[config.mk]
export PLATFORM = sky130hd
export DESIGN_NAME = alu_rr_scheduler
export DESIGN_NICKNAME = d
export VERILOG_FILES = /design/src/rtl/alu_pkg.sv /design/src/rtl/alu_core.sv /design/src/rtl/alu_rr_scheduler.sv
export SDC_FILE = /design/constraint.sdc
export NUM_CORES = 1
export LEC_CHECK = 0
export ABC_AREA = 0
export BUFFER_PORTS_ARGS = -buffer_cell sky130_fd_sc_hd__buf_2
export CAP_MARGIN = 20
export CORE_ASPECT_RATIO = 1.4
export CORE_MARGIN = 5
export CORE_UTILIZATION = 55
export DETAILED_ROUTE_END_ITERATION = 8
export PLACE_DENSITY = 0.87
export SLEW_MARGIN = 20
export SYNTH_ARGS = -nofsm -noshare
export SYNTH_HDL_FRONTEND = slang
export SYNTH_SLANG_ARGS = --single-unit
[constraint.sdc]
create_clock -name clk -period 12.1 [get_ports clk]
set_input_delay 0.605 -clock clk [delete_from_list [all_inputs] [get_ports clk]]
set_output_delay 0.605 -clock clk [all_outputs]
set_load 0.05 [all_outputs]
[src/rtl/alu_pkg.sv]
// Shared definitions for the round-robin ALU scheduler.
// Holds the opcodes, the datapath width, the FSM states and the legal-op check.
package alu_pkg;

   localparam int DATA_W = 32;

   localparam logic [2:0] OP_ADD  = 3'd0;
   localparam logic [2:0] OP_AND  = 3'd1;
   localparam logic [2:0] OP_OR   = 3'd2;
   localparam logic [2:0] OP_MUL  = 3'd3;
   localparam logic [2:0] OP_SUB  = 3'd4;
   localparam logic [2:0] OP_SLTU = 3'd5;

   typedef enum logic [1:0] {
      ST_IDLE = 2'd0,
      ST_EXEC = 2'd1,
      ST_DONE = 2'd2
   } state_e;

   function automatic logic op_legal(input logic [2:0] op);
      return op <= OP_SLTU;
   endfunction

endpackage

[src/rtl/alu_core.sv]
// Combinational 32-bit ALU: ADD/AND/OR/MUL16/SUB/SLTU.
// Ports: op, a, b in; res (result), illegal (opcode 6/7) out.
module alu_core
   import alu_pkg::*;
(
   input  logic [2:0]        op,
   input  logic [DATA_W-1:0] a,
   input  logic [DATA_W-1:0] b,
   output logic [DATA_W-1:0] res,
   output logic              illegal
);

   always_comb begin
      res     = '0;
      illegal = 1'b0;
      case (op)
         OP_ADD:  res = a + b;
         OP_AND:  res = a & b;
         OP_OR:   res = a | b;
         OP_MUL:  res = {16'd0, a[15:0]} * {16'd0, b[15:0]};
         OP_SUB:  res = a - b;
         OP_SLTU: res = {{(DATA_W-1){1'b0}}, (a < b)};
         default: illegal = 1'b1;
      endcase
   end

endmodule

[src/rtl/alu_rr_scheduler.sv]
// Round-robin scheduler sharing one ALU among N_REQ requesters.
// Ports: clk, rst_n, req/op_flat/a_flat/b_flat in; gnt, rsp_valid, rsp_id, rsp_data, rsp_err, busy out.
module alu_rr_scheduler
   import alu_pkg::*;
#(
   parameter  int N_REQ   = 4,
   parameter  int MUL_LAT = 3,
   localparam int ID_W    = $clog2(N_REQ)
) (
   input  logic                    clk,
   input  logic                    rst_n,
   input  logic [N_REQ-1:0]        req,
   input  logic [3*N_REQ-1:0]      op_flat,
   input  logic [DATA_W*N_REQ-1:0] a_flat,
   input  logic [DATA_W*N_REQ-1:0] b_flat,
   output logic [N_REQ-1:0]        gnt,
   output logic                    rsp_valid,
   output logic [ID_W-1:0]         rsp_id,
   output logic [DATA_W-1:0]       rsp_data,
   output logic                    rsp_err,
   output logic                    busy
);

   localparam int CNT_W = (MUL_LAT > 1) ? $clog2(MUL_LAT) : 1;

   state_e              state_q, state_d;
   logic [ID_W-1:0]     rr_ptr_q, rr_ptr_d;
   logic [CNT_W-1:0]    cnt_q, cnt_d;
   logic [2:0]          op_q, op_d;
   logic [DATA_W-1:0]   a_q, a_d;
   logic [DATA_W-1:0]   b_q, b_d;
   logic [ID_W-1:0]     id_q, id_d;
   logic [DATA_W-1:0]   res_q, res_d;
   logic                err_q, err_d;
   logic [N_REQ-1:0]    gnt_q, gnt_d;
   logic                rsp_valid_q, rsp_valid_d;
   logic [ID_W-1:0]     rsp_id_q, rsp_id_d;
   logic [DATA_W-1:0]   rsp_data_q, rsp_data_d;
   logic                rsp_err_q, rsp_err_d;
   logic                busy_q, busy_d;

   logic                found;
   logic [ID_W-1:0]     pick_idx;
   logic [ID_W:0]       cand_w;
   logic [ID_W-1:0]     cand;
   logic [2:0]          sel_op;
   logic [DATA_W-1:0]   sel_a;
   logic [DATA_W-1:0]   sel_b;
   logic [DATA_W-1:0]   alu_res;
   logic                alu_illegal;

   alu_core u_alu (
      .op      (op_q),
      .a       (a_q),
      .b       (b_q),
      .res     (alu_res),
      .illegal (alu_illegal)
   );

   // First requester at or above rr_ptr, wrapping at N_REQ.
   always_comb begin
      found    = 1'b0;
      pick_idx = '0;
      cand_w   = '0;
      cand     = '0;
      for (int i = 0; i < N_REQ; i++) begin
         cand_w = {1'b0, rr_ptr_q} + (ID_W+1)'(i);
         if (cand_w >= (ID_W+1)'(N_REQ)) begin
            cand_w = cand_w - (ID_W+1)'(N_REQ);
         end
         cand = cand_w[ID_W-1:0];
         if (!found && req[cand]) begin
            found    = 1'b1;
            pick_idx = cand;
         end
      end
   end

   always_comb begin
      sel_op = '0;
      sel_a  = '0;
      sel_b  = '0;
      for (int i = 0; i < N_REQ; i++) begin
         if (pick_idx == ID_W'(i)) begin
            sel_op = op_flat[3*i +: 3];
            sel_a  = a_flat[DATA_W*i +: DATA_W];
            sel_b  = b_flat[DATA_W*i +: DATA_W];
         end
      end
   end

   always_comb begin
      state_d     = state_q;
      rr_ptr_d    = rr_ptr_q;
      cnt_d       = cnt_q;
      op_d        = op_q;
      a_d         = a_q;
      b_d         = b_q;
      id_d        = id_q;
      res_d       = res_q;
      err_d       = err_q;
      gnt_d       = '0;
      rsp_valid_d = 1'b0;
      rsp_id_d    = rsp_id_q;
      rsp_data_d  = rsp_data_q;
      rsp_err_d   = rsp_err_q;
      // busy lags the state by one cycle, like every other output
      busy_d      = (state_q != ST_IDLE);
      case (state_q)
         ST_IDLE: begin
            if (found) begin
               gnt_d[pick_idx] = 1'b1;
               op_d = sel_op;
               a_d  = sel_a;
               b_d  = sel_b;
               id_d = pick_idx;
               if (pick_idx == ID_W'(N_REQ-1)) begin
                  rr_ptr_d = '0;
               end else begin
                  rr_ptr_d = pick_idx + 1'b1;
               end
               if (op_legal(sel_op)) begin
                  cnt_d = (sel_op == OP_MUL) ?
                          CNT_W'(MUL_LAT-1) : '0;
                  state_d = ST_EXEC;
               end else begin
                  res_d   = '0;
                  err_d   = 1'b1;
                  state_d = ST_DONE;
               end
            end
         end
         ST_EXEC: begin
            if (cnt_q != '0) begin
               cnt_d = cnt_q - 1'b1;
            end else begin
               res_d   = alu_res;
               err_d   = alu_illegal;
               state_d = ST_DONE;
            end
         end
         ST_DONE: begin
            rsp_valid_d = 1'b1;
            rsp_id_d    = id_q;
            rsp_data_d  = res_q;
            rsp_err_d   = err_q;
            state_d     = ST_IDLE;
         end
         default: state_d = ST_IDLE;
      endcase
   end

   always_ff @(posedge clk or negedge rst_n) begin
      if (!rst_n) begin
         state_q     <= ST_IDLE;
         rr_ptr_q    <= '0;
         cnt_q       <= '0;
         op_q        <= '0;
         a_q         <= '0;
         b_q         <= '0;
         id_q        <= '0;
         res_q       <= '0;
         err_q       <= 1'b0;
         gnt_q       <= '0;
         rsp_valid_q <= 1'b0;
         rsp_id_q    <= '0;
         rsp_data_q  <= '0;
         rsp_err_q   <= 1'b0;
         busy_q      <= 1'b0;
      end else begin
         state_q     <= state_d;
         rr_ptr_q    <= rr_ptr_d;
         cnt_q       <= cnt_d;
         op_q        <= op_d;
         a_q         <= a_d;
         b_q         <= b_d;
         id_q        <= id_d;
         res_q       <= res_d;
         err_q       <= err_d;
         gnt_q       <= gnt_d;
         rsp_valid_q <= rsp_valid_d;
         rsp_id_q    <= rsp_id_d;
         rsp_data_q  <= rsp_data_d;
         rsp_err_q   <= rsp_err_d;
         busy_q      <= busy_d;
      end
   end

   assign gnt       = gnt_q;
   assign rsp_valid = rsp_valid_q;
   assign rsp_id    = rsp_id_q;
   assign rsp_data  = rsp_data_q;
   assign rsp_err   = rsp_err_q;
   assign busy      = busy_q;

endmodule

==> summary.md, run 1 <==
| Metric | Value |
|---|---|
| Final Skew | between 10 and 15 ps |
| Post-Syn Area | approximately 21000 um^2 |
| Synth async-reset ratio | between 90% and 100% |
| CTS resizes | 0 |
| Netlist cell types | 80 |
| Port Buffers | between 300 and 400 |
| # IOs | around 320 |
| Most common cell after layout, fill and taps aside | nor2_1 |
| Clk root buf | clkbuf_16 |
| Post-CTS setup buffer count | 0 |
| Total CTS buffers | 17 |
| Drt pass-1 iters | 6 |
| Tightest Pin Transition | 1008 ps |
| Routed Antenna Nets | 0 |
| DRC | 0 |
| Worst-path clk slew | ~70 ps |
| Final setup TNS | 0 ps |
| Avg Inst Size Synth | about 7.8 um^2 |
| Max clock buf depth | 2 |
| Synth Net Count | ~3.3k |
| DPL Wire Length | between 60000 and 70000 um |
| Vias per cell | 6.111 |
| GPL Wtd Cong | between 1 and 1.5 |
| CTS H-Tree Depth | 4 |
| Fmax | around 130 MHz |
| Starting DRC count in detailed routing | 1623 |
| Most frequent cells in the layout | nor2_1, inv_1, a21oi_1 |
| DR vias | roughly 20k |
| Die width | ~170 um |
| DR WL/cell | approximately 24 um |
| Reg2reg path depth | 23 |
| Type of the worst setup path | flip-flop to flip-flop |
| Layout cells sized above 1 | between 10% and 20% |
| Slew Viols, Final | 0 |
| Most used DFF post-synth | dfrtp_1 |
| FF/Latch Area | roughly 3700 um^2 |
| Final Hold Fails | 0 |
| WP data required | between 10000 and 15000 ps |
| Maximum number of pins on one net before global-route repair | 100 |
| Initial antenna violation count | 4 |
| EDFF count, synth | 0 |
| Tmin final | between 7000 and 8000 ps |
| TritonCTS clock tree | built |
| GRT Util Overall | between 30% and 40% |
| Sequential area share after synthesis | approximately 18% |
| Worst setup SP type | flip-flop |
| Setup crit end kind | flip-flop |
| Die area | roughly 41000 um^2 |
| Arr. time, crit path | ~7800 ps |
| Worst hold path class | input pin to async pin |
| Crit-path max FO | 11 |
| DRT Wirelength | 80200 um |
| Core footprint | approximately 37000 um^2 |
| Max_slew headroom | between 30% and 40% |
| Setup violators final | 0 |
| CTS sink cnt | 149 |
| Yosys warnings | 0 |
| Die height | around 240 um |
| Post-synthesis cell count | 2630 |
| Global-route wire length before repair | between 100000 and 150000 um |
| Skew-Pair Late Insertion Delay | 470 ps |
| Multi-input gate area | 14980 um^2 |
| Nets | approximately 3.5k |
| Hold Buf Count CTS | 0 |
| # fillers | approximately 3.3k |
| RSZ-0062 raised after global routing | false |
| Final period util | between 60 and 70% |
| Synthesized flop and latch total | between 100 and 150 |
| Grt ovf | 0 |
| FP Rows | 84 |
| Area Growth Syn to Fin | 10.97% |
| Status | finished, final reports clean |
| MaxCap Viol Count | 0 |
| Initial Utilization | between 50% and 60% |
| Vias in the first global route | about 21k |
[synthesized netlist by cell type (all sizes together), types with 4 or more instances]
cell type	instances	area [um^2]
a221o	7	70.07
o21ai	85	425.4
dfrtp	149	3729
xor2	10	87.58
mux2i	17	170.2
o211ai	8	60.06
a221oi	6	58.80
nor4	7	43.79
clkinv	10	37.54
a21o	27	202.7
xnor2	50	437.9
ha	205	2565
fa	196	3924
inv	331	1242
nand4	4	25.02
or3	4	25.02
nand2	279	1047
and2	6	37.54
a31oi	8	56.30
or2	5	31.28
o21a	9	67.56
nor2b	15	93.84
nand2b	13	81.33
buf	23	117.6
a21oi	317	1594
o22ai	27	168.9
or4	4	30.03
clkbuf	140	525.5
o31ai	13	107.6
nor2	411	1543
nor3	21	105.1
a211oi	78	585.6
nand3	14	70.07
mux2	34	382.9
a22oi	10	75.07
a22o	16	140.1
o221ai	4	41.29
and3	6	37.54
o21bai	12	90.09
[final timing paths]
| check | start | endpoint | slack [ps] |
|---|---|---|---|
| max | a_q[9] | res_q[20] | 4610 |
| min | rst_n | rr_ptr_q[0] | 240 |
| max reg2reg | a_q[9] | res_q[20] | 4610 |
| min reg2reg | rsp_err | rsp_err | 480 |
| max in group asynchronous | rst_n | a_q[12] | 10490 |
| min in group clk | b_flat[122] | b_q[26] | 420 |
[routing by layer]
layer | global-route usage [%] | routed length [um] | vias to the layer above
met5 | 0 | 13 | -
met4 | 29.70 | 7238 | 2
met3 | 8.116 | 6106 | 340
met2 | 65.76 | 39350 | 1045
met1 | 41.50 | 27500 | 9754
li1 | - | - | 9057
[kinds of logic (layout without fill, tap and decap cells)]
group                    Yosys count  count (layout)  synth area share, %
XOR/XNOR                          60              60                2.552
adder cells (fa/ha/maj)          401             401                31.51
AO/OA/AOI/OAI                    669             669                20.10
multiplexers                      51              51                2.686
flip-flops                       149             149                18.11
other                              0               2                    0
buffers and inverters            504             704                9.340
AND/OR/NAND/NOR                  796             796                15.70
[sequential cells by signal (all words and copies together), names as in the netlist, 2 cells and up]
signal	flops
a_q	32
b_q	32
res_q	32
rsp_data	32
gnt	4
op_q	3
cnt_q	2
id_q	2
rr_ptr_q	2
rsp_id	2
state_q	2
[layout make-up]
type | count | area share [%]
Clock buffer | 18 | 1.878
Timing Repair Buffer | 331 | 7.464
Antenna cell | 2 | 0.02190
Tap cell | 473 | 2.590
Inverter | 341 | 5.602
Clock inverter | 14 | 0.5585
Multi-Input combinational cell | 1977 | 65.57
Sequential cell | 149 | 16.32
[per-stage QoR]
step	instance area (um^2)	instances	hold WS, ps	utilization [%]	setup slack (ps)
finish	22850	3305	240.2	61.24	4614
global placement	22290	3271	458.7	59.74	4971
floorplan	20590	2630	309.4	-	5722
CTS	22840	3303	273.5	61.23	4692
global route	22850	3304	331.3	61.23	4268
detailed placement	22290	3271	465.8	59.74	4761
[critical path: stages, from the launching register on]
cell and delay (ps):
dfrtp_1 710, clkinv_1 500, nor2_1 270, fa_1 420, inv_1 80, fa_1 440, fa_1 520, inv_1 50
fa_1 480, fa_1 510, inv_1 50, fa_1 480, inv_1 40, ha_1 360, a21o_1 220, a21o_1 200
a211oi_1 270, o21bai_1 150, a221o_1 370, a21oi_1 400, xnor2_1 170, mux2i_1 220, o21ai_0 110, a221o_1 320
Power of run 1 is not shown: default switching activity piles up to over one toggle a cycle in this logic, so the estimate is an artifact.
==> inputs of run 2 (changes only) <==
Clock period 12.1 ns to 7.4 ns, I/O delays scaled along.
==> run 2 against run 1 <==
First-iteration DRC count rose by 25%. Non-clock buffer count up 41. Final cell count is 1.2% higher. Via count grew 2.1%. Routed wire length is 1.1% higher. Clock skew grew 2.0 ps. Highest routed layer unchanged.
==> summary.md, run 2 (synthesized netlist as in run 1, its figures left out) <==
| Metric | Value |
|---|---|
| Type of the worst setup path | flip-flop to flip-flop (unchanged) |
| Layout cells sized above 1 | 16.02% (was 14.81%) |
| Die width | 173.5 um (unchanged) |
| CTS resizes | 0 (unchanged) |
| Design Area, Final | 23200 um^2 (was 22850 um^2) |
| R2R setup slack | 230 ps (was 4610 ps) |
| Drt pass-1 iters | 6 (unchanged) |
| Final setup TNS | 0 ps (unchanged) |
| FF/Latch Area | 3729 um^2 (unchanged) |
| Final Skew | 15.81 ps (was 13.81 ps) |
| Tightest Pin Transition | 1085 ps (was 1008 ps) |
| Starting DRC count in detailed routing | 2034 (was 1623) |
| Worst-path clk slew | 80 ps (was 70 ps) |
| Multi-input gate area | 14980 um^2 (unchanged) |
| Critical path's top delay family | adder cells (unchanged) |
| GPL Wtd Cong | 1.043 (was 1.033) |
| DR WL/cell | 24.24 um (was 24.27 um) |
| Total CTS buffers | 17 (unchanged) |
| CTS H-Tree Depth | 4 (unchanged) |
| # fillers | 3295 (was 3338) |
| Initial antenna violation count | 3 (was 4) |
| DRC | 0 (unchanged) |
| Arr. time, crit path | 7520 ps (was 7830 ps) |
| Worst setup SP type | flip-flop (unchanged) |
| Core footprint | 37310 um^2 (unchanged) |
| DR vias | 20.63k (was 20.20k) |
| CTS sink cnt | 149 (unchanged) |
| Crit path max-delay cell type | dfrtp_1 (unchanged) |
| Hold Buf Count CTS | 1 (was 0) |
| MaxCap Viol Count | 0 (unchanged) |
| Nets | 3533 (was 3492) |
| Crit-path cells | ha_1, inv_1, fa_1, inv_1, fa_1, fa_1, fa_1, fa_1, inv_1, fa_1, inv_1, ha_1, and3_1, nand2_1, o211ai_1, o21ba_2, o21ai_1, o31a_1, a211oi_1, o21ai_1, mux2i_1, nor3_1, a211o_1 (was clkinv_1, nor2_1, fa_1, inv_1, fa_1, fa_1, inv_1, fa_1, fa_1, inv_1, fa_1, inv_1, ha_1, a21o_1, a21o_1, a211oi_1, o21bai_1, a221o_1, a21oi_1, xnor2_1, mux2i_1, o21ai_0, a221o_1) |
| FP Rows | 84 (unchanged) |
| Slew Viols, Final | 0 (unchanged) |
| Initial Utilization | 55.19% (unchanged) |
| TritonCTS clock tree | built (unchanged) |
| Skew-Pair Late Insertion Delay | 470 ps (about the same) |
| Vias in the first global route | 21.03k (was 20.75k) |
| Most common cell after layout, fill and taps aside | nor2_1 (unchanged) |
| Most used cell, CP | fa_1 (unchanged) |
| Clk root buf | clkbuf_16 (unchanged) |
| Setup crit end kind | flip-flop (unchanged) |
| Routed Antenna Nets | 0 (unchanged) |
| Post-CTS setup buffer count | 0 (unchanged) |
| DRT Wirelength | 81050 um (was 80200 um) |
| WP data required | 7750 ps (was 12450 ps) |
| Setup violators final | 0 (unchanged) |
| WHS | 183.6 ps (was 240.2 ps) |
| CP max stage delay | 670 ps (was 710 ps) |
| Max_slew headroom | 27.41% (was 31.90%) |
| Final period util | 96.91% (was 61.87%) |
| DPL Wire Length | 65840 um (was 65310 um) |
| GRT Util Overall | 38.64% (was 38.39%) |
| Grt ovf | 0 (unchanged) |
| Placement Cell Area | 22590 um^2 (was 22290 um^2) |
| Final Hold Fails | 0 (unchanged) |
| RSZ-0062 raised after global routing | false (unchanged) |
| # IOs | 315 (unchanged) |
| Global-route wire length before repair | 122400 um (was 121800 um) |
| Port Buffers | 314 (unchanged) |
| Area Growth Syn to Fin | 12.69% (was 10.97%) |
| Die height | 238.9 um (unchanged) |
| Fmax | 139.5 MHz (was 133.6 MHz) |
| N_diodes | 0 (was 2) |
| Maximum number of pins on one net before global-route repair | 84 (was 100) |
| Bufs and invs on worst path | 4 (was 5) |
| Worst hold path class | input pin to flip-flop (was input pin to async pin) |
| Most frequent cells in the layout | nor2_1, inv_1, a21oi_1 (unchanged) |
| Crit-path max FO | 8 (was 11) |
| Die area | 41460 um^2 (unchanged) |
| Tmin final | 7171 ps (was 7486 ps) |
| Status | finished, final reports clean (unchanged) |
| Vias per cell | 6.169 (was 6.111) |
| Max clock buf depth | 2 (unchanged) |
run 2: cell types whose count changed in the layout (fill, tap and decap cells not counted), sizes merged:
cell / previous run / this run
inv: 343 / 338
clkinv: 12 / 16
clkbuf: 18 / 17
buf: 331 / 371
dlygate4sd3: 0 / 1
diode: 2 / 0
clkinvlp: 0 / 2
run 2: worst paths after layout:
kind	end	startpoint	depth (start not counted)
max in group asynchronous	a_q[10]	rst_n	3
setup reg to reg	res_q[31]	a_q[8]	23
setup / recovery	res_q[31]	a_q[8]	23
min in group asynchronous	gnt[2]	rst_n	2
hold reg to reg	id_q[0]	id_q[0]	2
hold / removal	a_q[24]	a_flat[120]	3
run 2: final cells by class:
class                   count  area share, %
inverters                 341          5.516
clock inverters            15         0.7818
multi-input cells        1977          64.56
repair buffers            372          8.686
flip-flops and latches    149          16.07
well taps                 473          2.550
clock buffers              17          1.833
run 2: tightest hold or removal path, stage by stage:
cell and delay [ps]:
buf_2 80, a211oi_1 60, a21oi_1 100
run 2: per-layer routing:
metal  track usage, %  share of wire [%]
met5                0              0.016
met4            28.39                9.1
met3            6.391                8.1
met2            67.84                 49
met1            42.14                 34
run 2: through the flow:
step	instances	util, %	setup WS (ps)
after floorplan	2630	-	1022
after CTS	3344	62.19	335.4
final	3344	62.19	229.0
after global placement	3311	60.54	449.8
after global routing	3344	62.19	76.85
after detailed placement	3311	60.54	372.5
Power of run 2 is left out for the same reason.
